[src/rtl/out_serializer.sv]
// Output stage of the nic8 CPU: latches each output byte into qreg, queues it in a
// small FIFO and transmits it as 8N1 serial on tx without ever stalling the CPU.
module out_serializer #(
  parameter int CLKS_PER_BIT = 4,
  parameter int DEPTH        = 4
) (
  input  logic                     clk,
  input  logic                     reset_n,
  input  logic                     doOut,
  input  logic [7:0]               dbus,
  output logic [7:0]               qreg,
  output logic                     tx,
  output logic                     busy,
  output logic [$clog2(DEPTH):0]   level,
  output logic                     overflow
);

  localparam int PTR_W  = $clog2(DEPTH);
  localparam int LVL_W  = PTR_W + 1;
  localparam int TICK_W = $clog2(CLKS_PER_BIT);

  localparam logic [TICK_W-1:0] LAST_TICK = TICK_W'(CLKS_PER_BIT - 1);
  localparam logic [LVL_W-1:0]  FULL_LVL  = LVL_W'(DEPTH);

  typedef enum logic [1:0] {
    IDLE,
    START,
    DATA,
    STOP
  } state_t;

  state_t              state_q;
  logic [TICK_W-1:0]   tick_q;
  logic [2:0]          bitIdx_q;
  logic [7:0]          shift_q;
  logic                tx_q;
  logic                busy_q;

  logic [7:0]          mem_q [DEPTH];
  logic [PTR_W-1:0]    wrPtr_q;
  logic [PTR_W-1:0]    rdPtr_q;
  logic [LVL_W-1:0]    level_q;
  logic [LVL_W-1:0]    level_d;
  logic [7:0]          qreg_q;
  logic                overflow_q;

  logic                pop;
  logic                push;
  logic                lastTick;

  // A full FIFO still accepts a byte when the head leaves on the same edge.
  assign pop      = (state_q == IDLE) && (level_q != '0);
  assign push     = doOut && ((level_q != FULL_LVL) || pop);
  assign lastTick = (tick_q == LAST_TICK);

  always_comb begin
    level_d = level_q;
    case ({push, pop})
      2'b10:   level_d = level_q + LVL_W'(1);
      2'b01:   level_d = level_q - LVL_W'(1);
      default: level_d = level_q;
    endcase
  end

  always_ff @(posedge clk or negedge reset_n) begin
    if (!reset_n) begin
      wrPtr_q    <= '0;
      rdPtr_q    <= '0;
      level_q    <= '0;
      qreg_q     <= '0;
      overflow_q <= 1'b0;
    end else begin
      level_q <= level_d;
      if (push) begin
        wrPtr_q <= wrPtr_q + PTR_W'(1);
      end
      if (pop) begin
        rdPtr_q <= rdPtr_q + PTR_W'(1);
      end
      if (doOut) begin
        qreg_q <= dbus;
        if (!push) begin
          overflow_q <= 1'b1;
        end
      end
    end
  end

  always_ff @(posedge clk) begin
    if (push) begin
      mem_q[wrPtr_q] <= dbus;
    end
  end

  // tx is loaded with the level of the bit that starts after each edge.
  always_ff @(posedge clk or negedge reset_n) begin
    if (!reset_n) begin
      state_q  <= IDLE;
      tick_q   <= '0;
      bitIdx_q <= '0;
      shift_q  <= '0;
      tx_q     <= 1'b1;
      busy_q   <= 1'b0;
    end else begin
      case (state_q)
        IDLE: begin
          tx_q   <= 1'b1;
          busy_q <= 1'b0;
          if (pop) begin
            state_q <= START;
            shift_q <= mem_q[rdPtr_q];
            tick_q  <= '0;
            tx_q    <= 1'b0;
            busy_q  <= 1'b1;
          end
        end
        START: begin
          if (lastTick) begin
            state_q  <= DATA;
            tick_q   <= '0;
            bitIdx_q <= '0;
            tx_q     <= shift_q[0];
          end else begin
            tick_q <= tick_q + TICK_W'(1);
          end
        end
        DATA: begin
          if (lastTick) begin
            tick_q <= '0;
            if (bitIdx_q == 3'd7) begin
              state_q <= STOP;
              tx_q    <= 1'b1;
            end else begin
              shift_q  <= shift_q >> 1;
              bitIdx_q <= bitIdx_q + 3'd1;
              tx_q     <= shift_q[1];
            end
          end else begin
            tick_q <= tick_q + TICK_W'(1);
          end
        end
        STOP: begin
          if (lastTick) begin
            state_q <= IDLE;
            tick_q  <= '0;
            tx_q    <= 1'b1;
            busy_q  <= 1'b0;
          end else begin
            tick_q <= tick_q + TICK_W'(1);
          end
        end
        default: begin
          state_q <= IDLE;
          tick_q  <= '0;
          tx_q    <= 1'b1;
          busy_q  <= 1'b0;
        end
      endcase
    end
  end

  assign qreg     = qreg_q;
  assign tx       = tx_q;
  assign busy     = busy_q;
  assign level    = level_q;
  assign overflow = overflow_q;

endmodule
[config.mk]
export PLATFORM = sky130hd
export DESIGN_NAME = out_serializer
export DESIGN_NICKNAME = d
export VERILOG_FILES = /design/src/rtl/out_serializer.sv
export SDC_FILE = /design/constraint.sdc
export NUM_CORES = 1
export LEC_CHECK = 0
export CORE_ASPECT_RATIO = 1.5
export CORE_MARGIN = 1
export CORE_UTILIZATION = 25
export CTS_CLUSTER_DIAMETER = 150
export DETAILED_ROUTE_END_ITERATION = 12
export GPL_ROUTABILITY_DRIVEN = 1
export GPL_TIMING_DRIVEN = 0
export SYNTH_ARGS = -nofsm -noshare
export SYNTH_HDL_FRONTEND = slang
export SYNTH_SLANG_ARGS = --single-unit
[constraint.sdc]
create_clock -name clk -period 2.95 [get_ports clk]
set_input_delay 0.59 -clock clk [delete_from_list [all_inputs] [get_ports clk]]
set_output_delay 0.59 -clock clk [all_outputs]
set_load 0.01 [all_outputs]
## Yosys cells after proc, flatten, opt, wreduce, memory -nomap -nowiden

Memory sizes are Yosys's and may differ from the RTL's.
Cells that the tools add are included.

| word-level totals | value |
|---|---|
| flip-flop bits (word level) | 33 |
| bits in writable memories | 32 |
| input bits | 11 |
| output and inout bits | 14 |
| logic and storage cells | 78 |
| memories kept | 1 |

| cells by class | value |
|---|---|
| add/subtract/negate cells | 6 |
| equal/unequal tests | 14 |
| mux-type cells | 29 |
| bitwise operators | 1 |
| reductions and logical operators | 16 |

Memories:

| name | words | width | rd ports | clocked after Yosys merged registers in | write ports | line | source |
|---|---|---|---|---|---|---|---|
| mem_q | 4 | 8 | 1 | 0 | 1 | 39 | `logic [7:0] mem_q [DEPTH];` |

Operators by type and width:

| kind | count |
|---|---|
| $mux W8 | 3 |
| $pmux W8 S2 | 1 |
| $mux W2 | 7 |
| $ne A2 B2 Y1 const B | 6 |
| $pmux W3 S2 | 2 |
| $mux W1 | 9 |
| $mux W3 | 3 |
| $eq A2 B2 Y1 const B | 4 |
| $pmux W2 S4 | 1 |
| $reduce_and A4 Y1 | 2 |
| $reduce_bool A2 Y1 | 4 |
| $add A2 B1 Y2 const B | 3 |
| $add A3 B1 Y3 const B | 2 |
| $reduce_and A5 Y1 | 1 |
| $eq A2 B1 Y1 const B | 2 |
| $pmux W1 S4 | 1 |
| $pmux W2 S2 | 1 |
| $reduce_and A2 Y1 | 2 |
| $eq A3 B3 Y1 const B | 1 |
| $ne A3 B3 Y1 const B | 1 |
| $reduce_and A3 Y1 | 1 |
| $reduce_bool A3 Y1 | 1 |
| $reduce_or A3 Y1 | 1 |
| $sub A3 B1 Y3 const B | 1 |
| 5 further kinds | 6 |

## Depth between registers and ports, before layout

| logic depth | value |
|---|---|
| depth in word-level cells | 6 |
| gate-level depth with buffers | 9 |
| depth with buffers taken out | 8 |

## Worst setup path after synthesis

Ideal clock, no wire load.

| path | value |
|---|---|
| kind | reg-to-reg |
| start point | register state_q[0] |
| end point | register level_q[2], in the netlist level[2] |
| setup time | 0.137 ns |
| arrival | 2.217 ns |
| required time | 2.813 ns |
| setup slack | 0.595 ns |
| cell stages (with the launch flop) | 10 |
| buffers on the path | 1 |
| period minus slack after synthesis | 2.355 ns |
| cell sequence | dfrtp_1 > inv_1 > ha_1 > buf_2 > o31a_2 > nand2b_1 > fa_1 > or3b_2 > a31oi_1 > o21ai_0 |

| on the way | value |
|---|---|
| cells in the longest elaborated chain, start to end | 6 |
| elaborated cells between the ends (all ways) | 8 |
| classes of those cells | eq/ne: 2; mux: 1; reduce/logical: 5 |

Ends and longest elaborated chain:

| what | line | source |
|---|---|---|
| start, declared | 32 | `state_t state_q;` |
| start signal, assigned | 98 | `state_q <= IDLE;` |
| start signal, assigned | 110 | `state_q <= START;` |
| start signal, assigned | 119 | `state_q <= DATA;` |
| $logic_not A2 Y1 (*) | 52 | `assign pop = (state_q == IDLE) && (level_q != '0);` |
| $logic_and A1 B1 Y1 (*) | 52 |  |
| $logic_or A1 B1 Y1 | 53 | `assign push = doOut && ((level_q != FULL_LVL) \|\| pop);` |
| $logic_and A1 B1 Y1 | 53 |  |
| $eq A2 B1 Y1 or $eq A2 B2 Y1 (tied branches) | 58 | `case ({push, pop})` |
| $pmux W3 S2 or $reduce_bool A2 Y1 (tied branches) | -- |  |
| end signal, assigned | 73 | `level_q <= level_d;` |
| end, declared | 42 | `logic [LVL_W-1:0] level_q;` |

Every way passes the cells marked *; elsewhere a longest branch is shown, timed or not.
A chain may end at the register's enable or synchronous reset.

## Worst setup path in the final report

Same ends and word-level chain as after synthesis.

==> qor.txt <==
Run status: complete, no violations
Overall power: 4030 µW
Initial Utilization: 25.9%
RSZ-0062 raised after global routing: false
Drt wl/cell: 13.6 µm
Leak: 0.00145 µW
Initial antenna violation count: 0
Final Max Slew Viols: 0
Syn Area/Cell: 13.9 µm²
Crit-path max FO: 10
Die Wd: 91.5 µm
Placement Cell Area: 0.00343 mm²
Final instance area: 0.00374 mm²
Synthesized net count: 239
CTS sink count: 65
F_max: 374 MHz
Vias per inst: 4.37
Die height: 136 µm
Final Wtd Congestion: 0.721
H-tree Lvls: 3
Final Worst Setup Slack: 0.274 ns
Clk_lat worst skew: 0.32 ns
Fin Setup TNS: 0 ns
Largest net degree at the start of global routing: 34
Main synth FF type: edfxtp_1
Number of distinct library cells after synthesis: 51
Tmin final: 2.68 ns
Final Hold Violating Endpoints: 0
Setup Skew: 0.00867 ns
HPWL after detailed placement: 3.94 mm
Core Rows: 48
Die ar.: 0.0125 mm²
PD cells: 1080 mW/mm²
Layout cells sized above 1: 21.5%
Final-report setup violation count: 0
First-pass GRT wire length: 9.43 mm
Post-cts repair resize count: 0
Vias: 1773
Multi-input logic area: 0.00110 mm²
CTS clk-pin slew, worst paths: 0.05 ns
Synth top area share: 32.0%
Antenna diodes: 0
Vias in the first global route: 1896
Max incr delay on CP: 0.47 ns
Post-synth EDFFs: 32
MaxCap Viol Count: 0
TritonCTS clock tree: built
Seq. cell area: 0.00179 mm²
Worst-Margin Slew: 0.811 ns
Critical Path AT: 2.86 ns
Worst min path class: primary input to asynchronous set/reset pin
Core box area: 0.0116 mm²
Total track usage: 9.93%
Mux share of post-synthesis cell area: 12.3%
Yosys warns: 0
Maximum VDD drop: 0.407 mV
Residual DRC: 0
Largest cells by area after synthesis: edfxtp_1 32%, dfrtp_1 27%, mux2_2 6.4%
Final net count: 274
Crit Path Class: register to register
Drt total wl: 5.52 mm
Synth Area in Adders: 5.25%
Post-route ant nets: 0
Root Buffer: clkbuf_16
TritonRoute pass-1 iters: 4
FILL cells: 1137
I/O Pins: 25
Cells after Synth: 216
Iteration-0 DRC Markers: 44
Place WS: 0.0461 ns
Synth top cells by count: 32 x dfrtp_1, 32 x edfxtp_1, 17 x mux2_2
Worst EP required: 3.14 ns
Worst Setup Start Kind: register
Cell Area, Synth: 0.00301 mm²
Largest family of logic cells by synthesized area: multiplexers
Sequential-to-total area share from yosys stat: 59.5%
IO buf count: 24
# hold bufs at CTS: 0
R2R Setup Slk: 0.27 ns
Layout area overhead: 24.4%
Compound-Gate Fraction of Synth Area: 9.16%
Cts bufs inserted: 9
Ys async rst share: 50.8%
Post-CTS Setup Bufs: 0
Grt ovf: 0
Post-Synth XOR/XNOR Area: 1.46%
Maximum root-to-sink buffer count: 2
Crit-path cells: inv_1 -> ha_1 -> buf_2 -> o31a_2 -> nand2b_1 -> fa_1 -> or3b_2 -> a31oi_1 -> o21ai_0
Slew headroom: 45.9%
Util after Layout: 32.3%
Largest area contributor in the netlist: edfxtp_1
Synth Register Bits: 65
Crit end category: register
Post-Synth Simple-Gate Area: 8.37%
CP max stage cell: or3b_2
Period utilization: 90.7%
[report_power, final]
group	switching, µW	internal (µW)
Combinational	771	761
Clock	368	729
Sequential	146	1250
Total	1290	2740
[final timing paths]
check	start	to	cells after the start
max	state_q[0]$_DFFE_PN0P_	level[2]$_DFFE_PN0P_	9
min	reset_n	qreg[0]$_DFFE_PN0P_	1
max reg2reg	state_q[0]$_DFFE_PN0P_	level[2]$_DFFE_PN0P_	9
min reg2reg	overflow$_DFFE_PN0P_	overflow$_DFFE_PN0P_	1
max in group asynchronous	reset_n	qreg[4]$_DFFE_PN0P_	1
min in group clk	overflow$_DFFE_PN0P_	overflow$_DFFE_PN0P_	1
[layout make-up]
class | count | area share, %
plain buffers | 13 | 2.31
clock buffers | 9 | 6.02
clock inverters | 7 | 2.28
inverters | 9 | 0.904
multi-input cells | 129 | 29.4
flip-flops and latches | 65 | 47.8
well taps | 150 | 5.02
repair buffers | 24 | 6.29
[cells in the final DEF, fill, tap and decap left out, drive strengths merged, types with 5 or more instances in the layout]
| cell | n |
|---|---|
| mux2i | 14 |
| nand2 | 16 |
| buf | 10 |
| dfrtp | 32 |
| o221ai | 8 |
| o21ai | 7 |
| mux2 | 18 |
| edfxtp | 32 |
| inv | 9 |
| nor2 | 5 |
| ha | 11 |
| clkbuf | 13 |
| clkdlybuf4s50 | 23 |
[worst max-delay path: cells and delay by family, from the launching register on]
kind | cells | cell delay, ns
AO/OA/AOI/OAI | 3 | 0.57
flip-flops | 1 | 0.40
adder cells (fa/ha/maj) | 2 | 0.64
buffers and inverters | 2 | 0.37
AND/OR/NAND/NOR | 2 | 0.56
[flip-flops by register name, summed over array words and instances, names as in the netlist, 2 cells and up]
name,flops
tick_q,2
bitIdx_q,3
qreg,8
state_q,2
rdPtr_q,2
mem_q,32
level,3
shift_q,8
wrPtr_q,2
[layer usage]
metal | routed length [µm] | vias to the layer above | GRT usage [%] | share of wire (%)
met5 | 0 | - | 0 | 0
met4 | 140 | 0 | 6.61 | 2.5
met3 | 92 | 11 | 1.17 | 1.7
met2 | 3000 | 21 | 18.2 | 54
met1 | 2290 | 886 | 10.6 | 41
li1 | - | 855 | - | -
[cells by family (layout without fill, tap and decap cells)]
family                     after synthesis  count (layout)
adders and majority gates               12              12
buffers and inverters                   22              62
muxes                                   33              33
xor gates and xnor gates                 5               5
AOI/OAI and AO/OA                       35              35
and+or+nand+nor                         44              44
DFF                                     65              65
[stage by stage]
stage,cells,hold slack (ns)
floorplan,216,0.294
global placement,390,0.489
detailed placement,390,0.490
CTS,406,0.393
global route,406,0.433
finish,406,0.363
Note: power is estimated with default switching activity, not from simulation.
